## config.mk

```make
export PLATFORM = sky130hd
export DESIGN_NAME = cla_subtractor_pipe
export DESIGN_NICKNAME = d
export VERILOG_FILES = /design/src/rtl/cla_subtractor_pipe.sv
export SDC_FILE = /design/constraint.sdc
export NUM_CORES = 1
export LEC_CHECK = 0
export CORE_MARGIN = 3
export CORE_UTILIZATION = 49
export CTS_CLUSTER_DIAMETER = 200
export DETAILED_ROUTE_END_ITERATION = 8
export GPL_ROUTABILITY_DRIVEN = 1
export PLACE_DENSITY = 0.88
export SLEW_MARGIN = 20
export SYNTH_ARGS = -nofsm -noshare
export SYNTH_HDL_FRONTEND = slang
export SYNTH_SLANG_ARGS = --single-unit
export TNS_END_PERCENT = 30
```

## constraint.sdc

```tcl
create_clock -name clk -period 2.2 [get_ports clk]
set_clock_uncertainty 0.1 [all_clocks]
set_input_delay 0.44 -clock clk [delete_from_list [all_inputs] [get_ports clk]]
set_output_delay 0.44 -clock clk [all_outputs]
set_load 0.01 [all_outputs]
```

## src/rtl/cla_subtractor_pipe.sv

```systemverilog
// Two-stage pipelined borrow-lookahead subtractor: diff = a - b - bin.
// The subtraction is done as a + ~b + ~bin. The final carry is inverted to give the borrow.
// Stage 1 forms group generate/propagate terms and both conditional partial sums.
// Stage 2 resolves the group carries and selects the sums.
module cla_subtractor_pipe #(
  parameter int WIDTH = 4,
  parameter int GROUP = 2,
  parameter int CNT_W = 8
) (
  input  logic             clk,
  input  logic             rst,
  input  logic             in_valid,
  output logic             in_ready,
  input  logic [WIDTH-1:0] a,
  input  logic [WIDTH-1:0] b,
  input  logic             bin,
  output logic             out_valid,
  input  logic             out_ready,
  output logic [WIDTH-1:0] diff,
  output logic             bout,
  output logic             zero,
  output logic [CNT_W-1:0] op_count
);

  localparam int NGRP = WIDTH / GROUP;

  // Group generate/propagate from bit-level g = a & ~b and p = a | ~b; returns {G, P}.
  function automatic logic [1:0] grp_gp(input logic [GROUP-1:0] ga,
                                        input logic [GROUP-1:0] gnb);
    logic gen;
    logic prp;
    gen = 1'b0;
    prp = 1'b1;
    for (int i = 0; i < GROUP; i++) begin
      gen = (ga[i] & gnb[i]) | ((ga[i] | gnb[i]) & gen);
      prp = prp & (ga[i] | gnb[i]);
    end
    return {gen, prp};
  endfunction

  // Group-local sum of a + ~b for an assumed carry-in.
  function automatic logic [GROUP-1:0] part_sum(input logic [GROUP-1:0] ga,
                                                input logic [GROUP-1:0] gnb,
                                                input logic             cin);
    return ga + gnb + GROUP'(cin);
  endfunction

  logic [WIDTH-1:0]            bn;
  logic [NGRP-1:0]             gg_c, gp_c;
  logic [NGRP-1:0][GROUP-1:0]  s0_c, s1_c;

  logic [NGRP-1:0]             gg_p1, gp_p1;
  logic [NGRP-1:0][GROUP-1:0]  s0_p1, s1_p1;
  logic                        c0_p1;
  logic                        vld_p1;
  logic                        vld_p2;

  logic [WIDTH-1:0]            diff_c;
  logic                        bout_c;
  logic                        zero_c;

  logic                        adv1, adv2;

  assign bn        = ~b;
  assign adv2      = !vld_p2 | out_ready;
  assign adv1      = !vld_p1 | adv2;
  assign in_ready  = adv1;
  assign out_valid = vld_p2;

  // Per-group generate/propagate and both candidate partial sums from the raw operands.
  always_comb begin
    gg_c = '0;
    gp_c = '0;
    s0_c = '0;
    s1_c = '0;
    for (int k = 0; k < NGRP; k++) begin
      {gg_c[k], gp_c[k]} = grp_gp(a[k*GROUP +: GROUP], bn[k*GROUP +: GROUP]);
      s0_c[k] = part_sum(a[k*GROUP +: GROUP], bn[k*GROUP +: GROUP], 1'b0);
      s1_c[k] = part_sum(a[k*GROUP +: GROUP], bn[k*GROUP +: GROUP], 1'b1);
    end
  end

  // ---- stage 1 boundary ----

  // Stage 1 datapath register; contents only matter when vld_p1 is set.
  always_ff @(posedge clk) begin
    if (adv1 && in_valid) begin
      gg_p1 <= gg_c;
      gp_p1 <= gp_c;
      s0_p1 <= s0_c;
      s1_p1 <= s1_c;
      c0_p1 <= ~bin;
    end
  end

  // Ripple the group carries through the lookahead terms and pick each group's sum.
  always_comb begin
    logic c;
    c      = c0_p1;
    diff_c = '0;
    for (int k = 0; k < NGRP; k++) begin
      diff_c[k*GROUP +: GROUP] = c ? s1_p1[k] : s0_p1[k];
      c = gg_p1[k] | (gp_p1[k] & c);
    end
    bout_c = ~c;
    zero_c = (diff_c == '0);
  end

  // ---- stage 2 boundary ----

  // Result register; it holds while the downstream stalls and clears on reset.
  always_ff @(posedge clk) begin
    if (rst) begin
      diff <= '0;
      bout <= 1'b0;
      zero <= 1'b0;
    end else if (adv2 && vld_p1) begin
      diff <= diff_c;
      bout <= bout_c;
      zero <= zero_c;
    end
  end

  // Pipeline occupancy and the completed-operation counter.
  always_ff @(posedge clk) begin
    if (rst) begin
      vld_p1   <= 1'b0;
      vld_p2   <= 1'b0;
      op_count <= '0;
    end else begin
      if (adv1) vld_p1 <= in_valid;
      if (adv2) vld_p2 <= vld_p1;
      if (vld_p2 && out_ready) op_count <= op_count + CNT_W'(1);
    end
  end

endmodule

```

Word-level counts from Yosys, hierarchy flattened
Index checks and enable logic that the tools add are counted.
{ "op_classes": {"addsub": 5, "n_mux": 2, "bitwise_logic": 23, "reduce_logical": 6} }
{ "op_table": {"columns": ["operator", "count"], "rows": [
  ["AND 1 bit", 10],
  ["OR 1 bit", 10],
  ["adder 8 x 1 -> 8 bit, second input constant", 1],
  ["adder 2 x 1 -> 2 bit, second input constant", 2],
  ["adder 2 bit", 2],
  ["zero test 4 bit", 1],
  ["2-to-1 mux 2 bit", 2],
  ["NOT 4 bit", 1],
  ["logical AND 1 bit", 3],
  ["zero test 1 bit", 2],
  ["NOT 1 bit", 2]
]} }
{ "word_totals": {"ff_bits": 29, "in_bits": 13, "elab_cells": 49} }

Logic depth before layout (Yosys ltp)
Gate-level depths: netlist (run 1).
{ "logic_depth": {"depth_word": 5, "mapped_depth": 5, "depth_no_buf": 5} }

Worst setup path after synthesis (run 1)
No wires, ideal clock.
{ "synth_timing": {"path_kind": "reg2reg", "from": "register vld_p2, in the netlist out_valid", "to": "register c0_p1 (enable)", "setup_ns": 0.303, "arrival_time_ns": 1.244, "path_slack_ns": 0.553, "path_stages_with_launch": 4, "n_path_buf": 0, "synth_period_minus_slack_ns": 1.647, "path_cell_list": "dfxtp_1 -> nor2b_1 -> nand2_1 -> and2_1"} }
{ "synth_between": {"elab_chain_cells": 4} }
{ "synth_rtl": {"columns": ["element", "line", "text"], "rows": [
  ["from (decl)", "56", "logic vld_p2;"],
  ["from (signal assigned)", "132", "if (adv2) vld_p2 <= vld_p1;"],
  ["zero test 1 bit", "65", "assign adv2 = !vld_p2 | out_ready;"],
  ["OR 1 bit", "65", null],
  ["OR 1 bit", "66", "assign adv1 = !vld_p1 | adv2;"],
  ["via in_ready", "13", "output logic in_ready,"],
  ["logical AND 1 bit", "87", "if (adv1 && in_valid) begin"],
  ["to (signal assigned)", "92", "c0_p1 <= ~bin;"],
  ["to (decl)", "54", "logic c0_p1;"]
]} }
The timed path passes the listed nets, and every way through them passes these cells.
A chain may end at the register's enable or synchronous reset.

Worst setup path in the final report (run 1)
{ "layout_timing": {"from": "register vld_p2, in the netlist out_valid", "to": "output port out_valid"} }
{ "layout_lines": {"columns": ["element", "line", "text"], "rows": [
  ["to (decl)", "17", "output logic out_valid,"]
]} }
No word-level cell between the ends.

==> results of run 1 <==
power by group:
group          switching [W]  total (W)  leakage, nW  internal [W]
registers          0.0000166   0.000619        0.257      0.000603
logic              0.0000653   0.000138        0.377     0.0000730
clock network       0.000185   0.000370       0.0413      0.000185
total               0.000267    0.00113        0.676      0.000861
stage by stage:
stage	power, W	cells
after floorplan	0.000703	124
after global placement	0.000762	183
after detailed placement	0.000772	183
after CTS	0.00114	191
after global routing	0.00118	191
final	0.00113	191
worst paths after layout:
kind | slack [ns] | from | endpoint
max reg2reg | 0.64 | c0_p1$_DFFE_PP_ | zero$_SDFFE_PP0P_
min | 0.39 | op_count[7]$_SDFFE_PP0P_ | op_count[7]$_SDFFE_PP0P_
min reg2reg | 0.39 | op_count[7]$_SDFFE_PP0P_ | op_count[7]$_SDFFE_PP0P_
max | 0.31 | out_valid$_SDFFE_PP0P_ | out_valid
sequential cells by signal, summed over array words and instances, names as in the netlist:
signal / flops
bout: 1
c0_p1: 1
diff: 4
gg_p1: 2
gp_p1: 2
op_count: 8
out_valid: 1
s0_p1: 4
s1_p1: 4
vld_p1: 1
zero: 1
area by class of cell:
type	count	area, um^2
tap	30	37.5
sequential	29	711
clock inverter	1	5.00
clock buffer	7	65.1
fill	209	792
inverter	19	71.3
timing repair buffer	32	313
multi-input combinational	73	528
logic make-up (layout without fill, tap and decap cells):
group | Yosys count | in the layout
XOR/XNOR | 4 | 4
AO/OA/AOI/OAI | 28 | 28
multiplexers | 4 | 4
AND/OR/NAND/NOR | 28 | 28
adder cells (fa/ha/maj) | 9 | 9
buffers and inverters | 22 | 59
flip-flops | 29 | 29
per-layer routing:
metal / share of wire [%] / wire (um) / vias to the layer above
li1: - / - / 502
met1: 39 / 973 / 479
met2: 50 / 1260 / 37
met3: 6.3 / 157 / 14
met4: 4.6 / 115 / 0
met5: 0 / 0 / -
synth_stat cells:
master / n / area share, %
ha_1: 7 / 6.6
xor2_1: 2 / 1.3
or4_1: 2 / 1.1
edfxtp_1: 13 / 30
or3_1: 4 / 1.9
or3b_1: 1 / 0.66
nor2b_1: 1 / 0.47
fa_1: 2 / 3.0
o2111ai_1: 1 / 0.66
o31ai_1: 2 / 1.1
nand2b_1: 2 / 0.95
nor2_1: 6 / 1.7
nand3_2: 1 / 0.76
mux2i_1: 4 / 3.0
and2_1: 1 / 0.47
a2111oi_2: 1 / 1.1
nand2_1: 5 / 1.4
buf_1: 1 / 0.28
clkbuf_1: 2 / 0.57
nand3_1: 3 / 1.1
nand4_1: 2 / 0.95
a21oi_1: 15 / 5.7
a211oi_1: 4 / 2.3
xnor2_1: 2 / 1.3
a31o_1: 1 / 0.66
o21ai_0: 4 / 1.5
dfxtp_1: 16 / 24
inv_1: 19 / 5.4
worst max-delay path, cell delays in order (launching register included):
cell,delay [ns]
dfxtp_1,0.34
buf_4,0.14
clkdlybuf4s50_1,0.54
==> run metrics, run 1 <==
outcome finished clean; post-layout minimum cycle time 1.89 ns; post-layout net count 182; number of setup violations in the final report 0; XOR/XNOR share of the synthesized area 2.65%; met1 routing resource usage after global routing 17.6%; Site Rows 18; initial antenna violation count 0; max-slew violation total from the final report 0; Synth Cell Area 1320 um^2; final worst-path cycle share 86.1%; synthesis-to-finish area growth 31.0%; Detail Placement HPWL 1940 um; number of H-tree branching levels 2; Max Fanout on Critical Path 7; count of state elements after synthesis 29; top-level port count 29; Setup Total Neg Slack 0 ns; proportion of synthesized chip area in sequential cells 53.8%; total wirelength of the detailed-routed design 2510 um; synthesized-area fraction occupied by adder cells 9.66%; transition time at the pin with the least slew margin 0.559 ns; classification of the worst-slack hold path flip-flop to flip-flop; number of buffer cells added on primary ports 28; multiplexer share of the synthesized area 3.03%; met2 usage in global routing 29.8%; unrepaired setup endpoints after global routing false; post-CTS repair timing setup buffer count 0; largest net degree at the start of global routing 16; total of max-cap violations 0; vias in the first global route 1076; clock root cell clkbuf_4; Reg clk slew, reported paths 0.10 ns; Worst Hold Depth 2; gate count of the mapped netlist 124; highest clock frequency the design can meet 528 MHz; Resize count post-CTS 0; post-synthesis simple-gate area fraction 11.6%; Die Ht 57.9 um; effective utilization at floorplan 52.4%; Power Dens Cells 652 nW/um^2; syn_nets 146; wire length of the first global-routing pass 4370 um; insertion delay of the later-clocked pin in the worst-skew pair 0.34 ns; leakage power summed over all cells 0.676 nW; Worst R2R Path Depth 3; detailed-routing iteration count for the pre-antenna-repair pass 4; number of vias per cell 5.40; area of all placed cells without fillers 1730 um^2; die span in x 57.9 um; area of placed instances 1660 um^2; Synth Area in Compound Gates 13.1%; total number of vias 1032; count of endpoints failing hold in the final timing report 0; routing layer with the top usage in global route met2; Max-slew headroom 62.7%; worst-case hold slack 0.393 ns; share of post-route cells with drive strength above 1 8.70%; worst path required time 1.66 ns; top library cells by usage in the layout, fill and taps aside clkdlybuf4s50_1 (27), inv_1 (19), dfxtp_1 (16), a21oi_1 (15), edfxtp_1 (13); clock tree from TritonCTS yes; placer's final routability congestion estimate 0.768; Worst Path Class, Setup flip-flop to output pin; Startpoint Class flip-flop; number of buffers created by CTS 5; average footprint of a synthesized cell 10.7 um^2; worst path arrival time 1.35 ns; total global routing overflow 0; number of clock sinks 29; main combinational cell family by area after synthesis compound AO/OA/AOI/OAI gates; leading cell type in the layout, fill and taps excluded clkdlybuf4s50_1; Remaining DRCs 0; met3 Resource Use GR 5.12%; Synth Warn # 0; core region area 2520 um^2; Cell variety after synth 28; DRT iter0 DRCs 13; Worst setup EP type output pin; number of buffers inserted for hold repair after clock tree synthesis 0; Routed wire per std cell 13.1 um; Setup WS pre-CTS 0.0261 ns; CTS max path bufs 2; area of the die 3360 um^2; final core area utilization 68.6%; Peak supply drop 0.405 mV; global routing usage summed across all routing layers 17.3%; Post-DRT Antenna Nets 0; antenna diode instance count 0; PnR worst setup slack 0.306 ns
No activity file was read; power rests on OpenSTA's default activity.
==> run 2, diff against run 1 <==
--- a/config.mk
+++ b/config.mk
@@ -11,6 +11,7 @@
 export DETAILED_ROUTE_END_ITERATION = 8
 export GPL_ROUTABILITY_DRIVEN = 1
 export PLACE_DENSITY = 0.88
+export SKIP_CTS_REPAIR_TIMING = 1
 export SLEW_MARGIN = 20
 export SYNTH_ARGS = -nofsm -noshare
 export SYNTH_HDL_FRONTEND = slang
==> results of run 2 <==
Final layout, timing and power as in run 1 (identical DEF).
